## config.mk

```make
export PLATFORM = sky130hd
export DESIGN_NAME = temp_avg_ctrl_flat
export DESIGN_NICKNAME = d
export VERILOG_FILES = /design/src/rtl/temp_avg_ctrl_if.sv /design/src/rtl/temp_avg_ctrl.sv /design/src/flat_wrapper.sv
export SDC_FILE = /design/constraint.sdc
export NUM_CORES = 1
export LEC_CHECK = 0
export ABC_AREA = 1
export CORE_ASPECT_RATIO = 0.9
export CORE_MARGIN = 5
export CORE_UTILIZATION = 40
export CTS_CLUSTER_DIAMETER = 40
export DETAILED_ROUTE_END_ITERATION = 12
export GPL_TIMING_DRIVEN = 0
export PLACE_DENSITY = 0.73
export SETUP_SLACK_MARGIN = 0.4
export SKIP_CTS_REPAIR_TIMING = 1
export SYNTH_ARGS = -nofsm -noshare
export SYNTH_HDL_FRONTEND = slang
export SYNTH_SLANG_ARGS = --single-unit
```

## constraint.sdc

```tcl
create_clock -name clk -period 1.8 [get_ports clk]
set_clock_uncertainty 0.15 [all_clocks]
set_input_delay 0.36 -clock clk [delete_from_list [all_inputs] [get_ports clk]]
set_output_delay 0.36 -clock clk [all_outputs]
set_load 0.05 [all_outputs]
```

## src/rtl/temp_avg_ctrl_if.sv

```systemverilog
// Bundles the FIFO read port and RAM write port seen by temp_avg_ctrl.
// master = the averaging controller, slave = the FIFO/RAM side.
interface temp_avg_ctrl_if #(
    parameter int DATA_W = 8,
    parameter int ADDR_W = 8
);
    logic              fifo_empty;
    logic [DATA_W-1:0] fifo_data;
    logic              halt;
    logic              fifo_rd;
    logic              ram_wr;
    logic [ADDR_W-1:0] ram_addr;
    logic [DATA_W-1:0] ram_data;
    logic              busy;
    logic              wrap;

    modport master (
        input  fifo_empty, fifo_data, halt,
        output fifo_rd, ram_wr, ram_addr, ram_data, busy, wrap
    );

    modport slave (
        output fifo_empty, fifo_data, halt,
        input  fifo_rd, ram_wr, ram_addr, ram_data, busy, wrap
    );
endinterface

```

## src/rtl/temp_avg_ctrl.sv

```systemverilog
// Averages each 4-byte temperature packet from the FIFO into a wrapping RAM address.
// Latency: ram_wr 9 cycles after the IDLE cycle that first sees data; 2 cycles per byte.
// Backpressure: no read is started while fifo_empty or halt; partial packets park in IDLE.
module temp_avg_ctrl #(
    parameter int DATA_W    = 8,
    parameter int ADDR_W    = 8,
    parameter int RAM_DEPTH = 256
) (
    input  logic              clk,
    input  logic              reset_n,
    temp_avg_ctrl_if.master   bus
);
    localparam int                ACC_W     = DATA_W + 2;
    localparam logic [ADDR_W-1:0] LAST_ADDR = ADDR_W'(RAM_DEPTH - 1);

    typedef enum logic [1:0] {
        IDLE    = 2'd0,
        READ    = 2'd1,
        CAPTURE = 2'd2,
        WRITE   = 2'd3
    } state_t;

    state_t            state;
    state_t            state_nxt;
    logic [1:0]        cnt;
    logic [ACC_W-1:0]  acc;
    logic [ACC_W-1:0]  sum;
    logic [ADDR_W-1:0] ram_addr_q;
    logic [DATA_W-1:0] ram_data_q;
    logic              can_read;
    logic              fifo_rd_c;
    logic              ram_wr_c;
    logic              busy_c;
    logic              wrap_c;

    assign can_read = !bus.fifo_empty && !bus.halt;
    assign sum      = acc + ACC_W'(bus.fifo_data);

    always_ff @(posedge clk) begin
        if (!reset_n) begin
            state <= IDLE;
        end else begin
            state <= state_nxt;
        end
    end

    always_comb begin
        state_nxt = IDLE;
        case (state)
            IDLE:    state_nxt = can_read ? READ : IDLE;
            READ:    state_nxt = CAPTURE;
            CAPTURE: begin
                if (cnt == 2'd3) begin
                    state_nxt = WRITE;
                end else if (can_read) begin
                    state_nxt = READ;
                end else begin
                    state_nxt = IDLE;
                end
            end
            WRITE:   state_nxt = IDLE;
            default: state_nxt = IDLE;
        endcase
    end

    // Strobes are pure state decodes so they last exactly one cycle.
    always_comb begin
        fifo_rd_c = (state == READ);
        ram_wr_c  = (state == WRITE);
        wrap_c    = (state == WRITE) && (ram_addr_q == LAST_ADDR);
        busy_c    = (state != IDLE) || (cnt != 2'd0);
    end

    always_ff @(posedge clk) begin
        if (!reset_n) begin
            cnt        <= 2'd0;
            acc        <= '0;
            ram_addr_q <= '0;
            ram_data_q <= '0;
        end else begin
            case (state)
                CAPTURE: begin
                    acc <= sum;
                    cnt <= cnt + 2'd1;
                    if (cnt == 2'd3) begin
                        ram_data_q <= sum[ACC_W-1:2];
                    end
                end
                WRITE: begin
                    acc        <= '0;
                    cnt        <= 2'd0;
                    ram_addr_q <= (ram_addr_q == LAST_ADDR) ? '0 : ram_addr_q + 1'b1;
                end
                default: ;
            endcase
        end
    end

    assign bus.fifo_rd  = fifo_rd_c;
    assign bus.ram_wr   = ram_wr_c;
    assign bus.wrap     = wrap_c;
    assign bus.busy     = busy_c;
    assign bus.ram_addr = ram_addr_q;
    assign bus.ram_data = ram_data_q;
endmodule

```

## src/flat_wrapper.sv

```systemverilog
// flat-port wrapper written by rule: the top's interface ports become plain ports
module temp_avg_ctrl_flat 
#(
    parameter int DATA_W    = 8,
    parameter int ADDR_W    = 8,
    parameter int RAM_DEPTH = 256
)
  (clk, reset_n, bus_fifo_empty, bus_fifo_data, bus_halt, bus_fifo_rd, bus_ram_wr, bus_ram_addr, bus_ram_data, bus_busy, bus_wrap);
  temp_avg_ctrl_if #(.DATA_W(DATA_W), .ADDR_W(ADDR_W)) bus_i ();
  input  logic clk;
  input  logic reset_n;
  input wire logic [$bits(bus_i.fifo_empty)-1:0] bus_fifo_empty;
  input wire logic [$bits(bus_i.fifo_data)-1:0] bus_fifo_data;
  input wire logic [$bits(bus_i.halt)-1:0] bus_halt;
  output wire logic [$bits(bus_i.fifo_rd)-1:0] bus_fifo_rd;
  output wire logic [$bits(bus_i.ram_wr)-1:0] bus_ram_wr;
  output wire logic [$bits(bus_i.ram_addr)-1:0] bus_ram_addr;
  output wire logic [$bits(bus_i.ram_data)-1:0] bus_ram_data;
  output wire logic [$bits(bus_i.busy)-1:0] bus_busy;
  output wire logic [$bits(bus_i.wrap)-1:0] bus_wrap;
  assign bus_i.fifo_empty = bus_fifo_empty;
  assign bus_i.fifo_data = bus_fifo_data;
  assign bus_i.halt = bus_halt;
  assign bus_fifo_rd = bus_i.fifo_rd;
  assign bus_ram_wr = bus_i.ram_wr;
  assign bus_ram_addr = bus_i.ram_addr;
  assign bus_ram_data = bus_i.ram_data;
  assign bus_busy = bus_i.busy;
  assign bus_wrap = bus_i.wrap;
  temp_avg_ctrl #(.DATA_W(DATA_W), .ADDR_W(ADDR_W), .RAM_DEPTH(RAM_DEPTH)) u_core (.clk(clk), .reset_n(reset_n), .bus(bus_i));
endmodule
```

==> metrics.txt, run 1 <==
post-layout worst setup margin -0.274 ns; number of stages on the worst hold path 2; worst endpoint data arrival time between 1.5 and 2 ns; Initial Utilization 0.410; DP Wirelength 2880 um; TritonCTS clock tree built; DR iter-0 viols 74; Static Leakage between 1 and 1.5 nW; CP required approximately 1.3 ns; worst skew pair latency slightly below 0.3 ns; number of routed nets with antenna violations 0; critical path launch point type flip-flop; synthesized area per cell 7.18 um2; part of the power in registers 0.415; switching fraction of total power 0.247; final worst path period share 1.15; Critical Path Slowest Stage Cell sky130_fd_sc_hd__dfxtp_4; launch point of the worst path u_core.bus.ram_addr[0]$_SDFFE_PN0P_; worst-case headroom to the max-slew limit 0.666; overall routed net length roughly 4600 um; drt drc 0; reported max-cap violation count 0; R2R depth 9; biggest area consumer among synthesized cells sky130_fd_sc_hd__dfxtp_1; count of vias placed by the detailed router about 1700; shortest clock period the worst path allows after layout roughly 2.1 ns; routed wire length on met2 between 2000 and 2500 um; Antenna diodes 0; actual slew at the worst max-slew pin ~0.5 ns; worst min path class reg2reg; minimum hold slack between 0.3 and 0.4 ns; Netlist cell types 31; number of top-level pins 32; Post-synth top flop sky130_fd_sc_hd__dfxtp_1; vias in the first global route ~1500; number of clock sinks 30; synthesized instance count approximately 230; routability congestion estimate from global placement ~0.82; combined area of all synthesized cells 1660 um2; status finished, violations left; proportion of register bits with asynchronous set or reset after synthesis 0; worst path bufs/invs 3; share of the synthesized area in the top cell type 0.362; library cell used as clock root buffer sky130_fd_sc_hd__clkbuf_8; Core ar. around 4000 um2; placement row count 22; clock-pin slew on the worst setup and hold paths ~0.060 ns; share of the yosys chip area belonging to registers 0.362; CP endpoint kind output pin; synthesized netlist net count approximately 260; fraction of layout cells with a size suffix above 1 0.500; endpoint of the lowest-slack register-to-register path u_core.bus.ram_data[4]$_SDFFE_PN0P_; Setup TNS Final -0.457 ns; Max Fanout on Critical Path 4; capturing element of the worst setup path bus_wrap; net load switching power roughly 0.00040 W; start point of the worst min-delay path u_core.bus.ram_data[0]$_SDFFE_PN0P_; Highest Clock Rate roughly 480 MHz; clock network fraction of design power 0.441; Reg2Reg Launch Point u_core.acc[0]$_SDFFE_PN0P_; IR Drop Worst-Case VDD around 0.0004 V; drt via density between 4 and 5; die height roughly 70 um; net count reported at finish between 300 and 400; CTS H-tree depth 2; total global routing track utilization 0.150; Setup-failing EPs final 5; logic depth of the worst path, buffers included 8; maximum number of pins on one net before global-route repair 11; ratio of total power to cell area slightly below 600 nW/um2; cells taking the most area after synthesis sky130_fd_sc_hd__dfxtp_1 (36%), sky130_fd_sc_hd__nand2_1 (14%), sky130_fd_sc_hd__ha_1 (8.3%), sky130_fd_sc_hd__inv_1 (6.6%), sky130_fd_sc_hd__a21oi_1 (5.7%); cell class contributing the biggest share of worst-path delay simple AND/OR/NAND/NOR gates; Crit Path Class reg2out; Internal Pwr Total roughly 0.0012 W; Final Hold Violating Endpoints 0; die area approximately 5500 um2; I/O Buffers 31; Pins Over Slew Limit 0; combinational fraction of design power 0.144; total grt overflow 0; Clock Path Buffers 2; slack of the worst reg-to-reg path -0.10 ns; detail-routed net length per standard cell about 14 um; global-route wire length before repair approximately 6600 um; synth-to-layout area growth 67.1%; number of antenna violations at the first check in global routing 0; Die X-Extent between 70 and 80 um; TritonRoute pass-1 iters 4; routed metal-1 wirelength roughly 2100 um; Synthesis Warnings 0; cell-by-cell listing of the critical path ha_4, nand2_4, nor2_4, inv_2, nor4_4, nand2_2, clkinvlp_4, buf_8; highest metal layer used by the detailed router met4; Slowest Stage Delay on Critical Path 0.37 ns; Post-synth EDFFs 0; CTS buffer count 5; unrepaired setup endpoints after global routing yes; violations in the final reports setup timing; number of synthesized register bits 30; met3 routed WL 209 um
## Yosys cell counts, types with 2 or more instances
| cell | n |
|---|---|
| sky130_fd_sc_hd__a21o_1 | 3 |
| sky130_fd_sc_hd__a21oi_1 | 19 |
| sky130_fd_sc_hd__buf_2 | 2 |
| sky130_fd_sc_hd__clkbuf_1 | 3 |
| sky130_fd_sc_hd__dfxtp_1 | 30 |
| sky130_fd_sc_hd__ha_1 | 11 |
| sky130_fd_sc_hd__inv_1 | 29 |
| sky130_fd_sc_hd__inv_2 | 4 |
| sky130_fd_sc_hd__nand2_1 | 64 |
| sky130_fd_sc_hd__nand2_2 | 3 |
| sky130_fd_sc_hd__nand3_1 | 12 |
| sky130_fd_sc_hd__nand3b_1 | 2 |
| sky130_fd_sc_hd__nor2_1 | 15 |
| sky130_fd_sc_hd__nor2_2 | 4 |
| sky130_fd_sc_hd__o21a_1 | 4 |
| sky130_fd_sc_hd__o21ai_0 | 7 |
| sky130_fd_sc_hd__o21bai_1 | 2 |
| sky130_fd_sc_hd__xnor2_1 | 2 |
| sky130_fd_sc_hd__xor2_1 | 3 |
## final cells by class
class / count / area, um2
tap: 48 / 60.1
buffer: 5 / 48.8
sequential: 30 / 636
timing repair buffer: 45 / 433
clock buffer: 7 / 86.3
clock inverter: 1 / 30.0
multi-input combinational: 163 / 1330
inverter: 33 / 143
fill: 292 / 1280
## worst min-delay path by stage
stage	to	slack (ns)
6_report	u_core.bus.ram_data[0]$_SDFFE_PN0P_	0.31
5_1_grt	u_core.bus.ram_data[0]$_SDFFE_PN0P_	0.35
4_1_cts	u_core.bus.ram_data[0]$_SDFFE_PN0P_	0.32
3_5_place_dp	u_core.bus.ram_data[0]$_SDFFE_PN0P_	0.31
3_3_place_gp	u_core.bus.ram_data[0]$_SDFFE_PN0P_	0.31
2_1_floorplan	u_core.acc[9]$_SDFFE_PN0P_	0.31
## kinds of logic (layout without fill, tap and decap cells)
logic type / Yosys count / count (layout) / share of synthesized area
AO/OA/AOI/OAI: 41 / 41 / 0.144
XOR/XNOR: 5 / 5 / 0.0264
adder cells (fa/ha/maj): 12 / 12 / 0.0951
buffers and inverters: 38 / 91 / 0.0875
flip-flops: 30 / 30 / 0.362
AND/OR/NAND/NOR: 105 / 105 / 0.285
## flip-flops by register name, indices dropped and copies added (netlist names)
name and flops:
u_core.acc 10, u_core.cnt 2, u_core.bus.ram_data 8, u_core.bus.ram_addr 8, u_core.state 2
## layout by cell type, fill, tap and decap left out, drive strengths merged, types with 2 or more instances in the layout
master | Yosys | final
a21oi | 19 | 19
o21a | 4 | 4
clkdlybuf4s50 | 0 | 3
o21bai | 2 | 2
clkbuf | 3 | 16
xor2 | 3 | 3
buf | 2 | 29
nor2 | 19 | 19
nor3 | 2 | 2
dlymetal6s2s | 0 | 9
inv | 33 | 32
xnor2 | 2 | 2
a21o | 3 | 3
nand3b | 2 | 2
dfxtp | 30 | 30
nand3 | 12 | 12
ha | 11 | 11
nand2 | 67 | 67
o21ai | 8 | 8
## worst reg2reg max path: cells and delay by family (launching register included)
| kind | cells | cell delay (ns) |
|---|---|---|
| compound gates | 2 | 0.40 |
| fa+ha+maj | 2 | 0.55 |
| buf+inv | 2 | 0.08 |
| flops | 1 | 0.35 |
| simple gates | 3 | 0.31 |
## power groups by stage
stage          logic [W]  clock network (W)  registers, W
2_1_floorplan   0.000110                  0      0.000689
3_3_place_gp    0.000170                  0      0.000689
3_5_place_dp    0.000170                  0      0.000689
4_1_cts         0.000174           0.000724      0.000674
5_1_grt         0.000251           0.000755      0.000676
6_report        0.000235           0.000718      0.000676
## metal layers
layer,global-route usage,vias to the layer above
met5,0,-
met4,0.0496,0
met3,0.0585,5
met2,0.229,25
met1,0.195,783
li1,-,845
## per-stage QoR
stage	instance area, um2	std cells	power, W	worst slack [ns]	utilization
2_1_floorplan	1860	231	0.000799	-0.0600	-
3_3_place_gp	2230	310	0.000859	-0.623	0.552
3_5_place_dp	2230	310	0.000859	-0.635	0.552
4_1_cts	2350	318	0.00157	-0.973	0.580
5_1_grt	2770	332	0.00168	-0.389	0.685
6_report	2770	332	0.00163	-0.274	0.685
No activity file was read; power rests on OpenSTA's default activity.
==> inputs of run 2 (changes only) <==
--- a/config.mk
+++ b/config.mk
@@ -6,7 +6,6 @@
 export NUM_CORES = 1
 export LEC_CHECK = 0
 export ABC_AREA = 1
-export CORE_ASPECT_RATIO = 0.9
 export CORE_MARGIN = 5
 export CORE_UTILIZATION = 40
 export CTS_CLUSTER_DIAMETER = 40
==> run 2 against run 1 <==
  * The run still ends with setup timing left
  * Clock power down 18%
  * Wire length grew 8.3%
  * Worst hold slack better by 0.015 ns
  * Maximum frequency shrank 3.3%
  * Total power fell by 7.7%
  * Largest cell class unchanged
==> metrics.txt, run 2 (synthesis results as in run 1) <==
status finished, violations left; violations in the final reports setup timing; CP endpoint kind output pin; critical path launch point type flip-flop; Internal Pwr Total 0.00108 W (-12%); detail-routed net length per standard cell 14.9 um (+6.7%); synth-to-layout area growth 69.4%; count of vias placed by the detailed router 1721 (+3.8%); Slowest Stage Delay on Critical Path 0.37 ns (about the same); CTS H-tree depth 2 (unchanged); Top Usage Layer GRT met2; I/O Buffers 31 (unchanged); die area 5530 um2 (about the same); clock network fraction of design power 0.392 (-0.049); fraction of layout cells with a size suffix above 1 0.537 (+0.0366); IR Drop Worst-Case VDD 0.000296 V (-25%); worst path bufs/invs 3 (unchanged); vias in the first global route 1494 (+2.5%); footprint of the multi-input gates 1360 um2 (+1.8%); number of routed nets with antenna violations 0 (unchanged); combinational fraction of design power 0.159 (+0.015); worst-case headroom to the max-slew limit 0.652 (-0.0137); post-layout worst setup margin -0.345 ns (-0.0717 ns); CTS buffer count 5 (unchanged); number of top-level pins 32 (unchanged); total global routing track utilization 0.161 (+0.0107); overall routed net length 5030 um (+8.3%); Setup TNS Final -0.404 ns (+0.0529 ns); DR iter-0 viols 65 (-12%); Largest register FFs 10 (unchanged); Static Leakage 1.31 nW (-1.0%); net count reported at finish 310 (+0.98%); Antenna diodes 0 (unchanged); worst endpoint data arrival time 1.64 ns (+0.08 ns); Final Hold Violating Endpoints 0 (unchanged); commonest cells after routing, fill and taps aside sky130_fd_sc_hd__nand2_1 (41), sky130_fd_sc_hd__buf_4 (22), sky130_fd_sc_hd__inv_1 (19), sky130_fd_sc_hd__nand2_2 (19), sky130_fd_sc_hd__dfxtp_2 (16); part of the power in registers 0.449 (+0.034); clock-pin slew on the worst setup and hold paths 0.07 ns (about the same); actual slew at the worst max-slew pin 0.521 ns (+0.0206 ns); switching fraction of total power 0.279 (+0.0321); Reg area 636 um2 (unchanged); final worst path period share 1.19 (+0.0398); Setup-failing EPs final 4 (-1); TritonCTS clock tree built; most common cell after layout, fill and taps aside sky130_fd_sc_hd__nand2_1; CP required 1.29 ns (about the same); placement row count 23 (+4.5%); net load switching power 0.000420 W (+4.3%); Pins Over Slew Limit 0 (unchanged); Reg with most FFs u_core.acc; die height 74.4 um (+4.7%); Initial Utilization 0.414 (+0.00474); Filler Cells Inserted 306 (+4.8%); number of clock sinks 30 (unchanged); library cell used as clock root buffer sky130_fd_sc_hd__clkbuf_8; Highest Clock Rate 466 MHz (-3.3%); worst min path class reg2reg; routability congestion estimate from global placement 0.789 (-3.6%); drt drc 0 (unchanged); cell-by-cell listing of the critical path ha_4, nand2_4, nor2_4, inv_2, nor4_4, nand2_2, clkinvlp_4, buf_8; cell class contributing the biggest share of worst-path delay simple AND/OR/NAND/NOR gates; TritonRoute pass-1 iters 4 (unchanged); Critical Path Slowest Stage Cell sky130_fd_sc_hd__dfxtp_4; ratio of total power to cell area 535 nW/um2 (-8.9%); Max Fanout on Critical Path 4 (unchanged); maximum number of pins on one net before global-route repair 11 (unchanged); total grt overflow 0 (unchanged); number of antenna violations at the first check in global routing 0 (unchanged); Core ar. 4000 um2 (-1.1%); Crit Path Class reg2out; GR met1 Demand/Resource 0.188 (-0.00687); sum of internal, switching and leakage power 0.00150 W (-7.7%); DP Wirelength 3020 um (+4.9%); Clock Path Buffers 2 (unchanged); global-route wire length before repair 6660 um (+0.73%); shortest clock period the worst path allows after layout 2.15 ns (+0.0717 ns); Die X-Extent 74.4 um (-4.5%); unrepaired setup endpoints after global routing yes; Global Route met2 Usage 0.273 (+0.0443); reported max-cap violation count 0 (unchanged); drt via density 5.11 (+2.3%); worst skew pair latency 0.29 ns (about the same); met3 track demand over resource 0.0514 (-0.00717)
==> run 2: changes by cell type in the layout (fill, tap and decap cells not counted), sizes merged <==
cell | before | now
buf | 29 | 35
clkbuf | 16 | 12
bufinv | 1 | 0
clkinv | 0 | 1
clkinvlp | 1 | 2
==> run 2: metal layers <==
| layer | wire length, um | vias to the layer above |
|---|---|---|
| met1 | 2050 | 823 |
| met2 | 2650 | 36 |
| met3 | 221 | 9 |
| li1 | - | 853 |
| met5 | 0 | - |
| met4 | 102 | 0 |
==> run 2: power groups by stage <==
stage | Clock [W] | Combinational, W | Sequential [W]
2_1_floorplan | 0 | 0.000110 | 0.000689
3_3_place_gp | 0 | 0.000169 | 0.000689
3_5_place_dp | 0 | 0.000173 | 0.000689
4_1_cts | 0.000599 | 0.000173 | 0.000674
5_1_grt | 0.000632 | 0.000255 | 0.000676
6_report | 0.000589 | 0.000239 | 0.000675
==> run 2: final cells by class <==
type                            instances  area share
Inverter                               33      0.0517
Clock inverter                          2     0.00446
Sequential cell                        30       0.226
Multi-Input combinational cell        163       0.484
Buffer                                  5      0.0174
Clock buffer                            6      0.0294
Timing Repair Buffer                   48       0.165
Tap cell                               50      0.0223
==> run 2: worst register-to-register path, cell delays in order (launching register included) <==
cell and delay, ns:
sky130_fd_sc_hd__dfxtp_2 0.34, sky130_fd_sc_hd__ha_4 0.16, sky130_fd_sc_hd__inv_4 0.04, sky130_fd_sc_hd__fa_2 0.37, sky130_fd_sc_hd__o21ai_4 0.22, sky130_fd_sc_hd__buf_6 0.13
sky130_fd_sc_hd__xor2_2 0.16, sky130_fd_sc_hd__nand2_1 0.09, sky130_fd_sc_hd__a21oi_1 0.12
==> run 2: path summary, 6_finish.rpt <==
kind                                                     startpoint  slack, ns  cells after the start                                  end
worst min-delay path            u_core.bus.ram_data[0]$_SDFFE_PN0P_       0.33                      2  u_core.bus.ram_data[0]$_SDFFE_PN0P_
worst max-delay path            u_core.bus.ram_addr[1]$_SDFFE_PN0P_      -0.35                      8                             bus_wrap
worst min register to register  u_core.bus.ram_data[0]$_SDFFE_PN0P_       0.33                      2  u_core.bus.ram_data[0]$_SDFFE_PN0P_
worst max register to register           u_core.acc[0]$_SDFFE_PN0P_      -0.04                      8           u_core.acc[4]$_SDFFE_PN0P_
==> run 2: through the flow <==
step	area, um2	hold WS (ns)	cells	utilization	setup slack [ns]
detailed placement	2230	0.314	312	0.559	-0.631
CTS	2330	0.328	320	0.582	-0.993
finish	2810	0.327	337	0.702	-0.345
global placement	2230	0.312	312	0.559	-0.630
floorplan	1860	0.308	231	-	-0.0600
global route	2810	0.349	337	0.702	-0.421
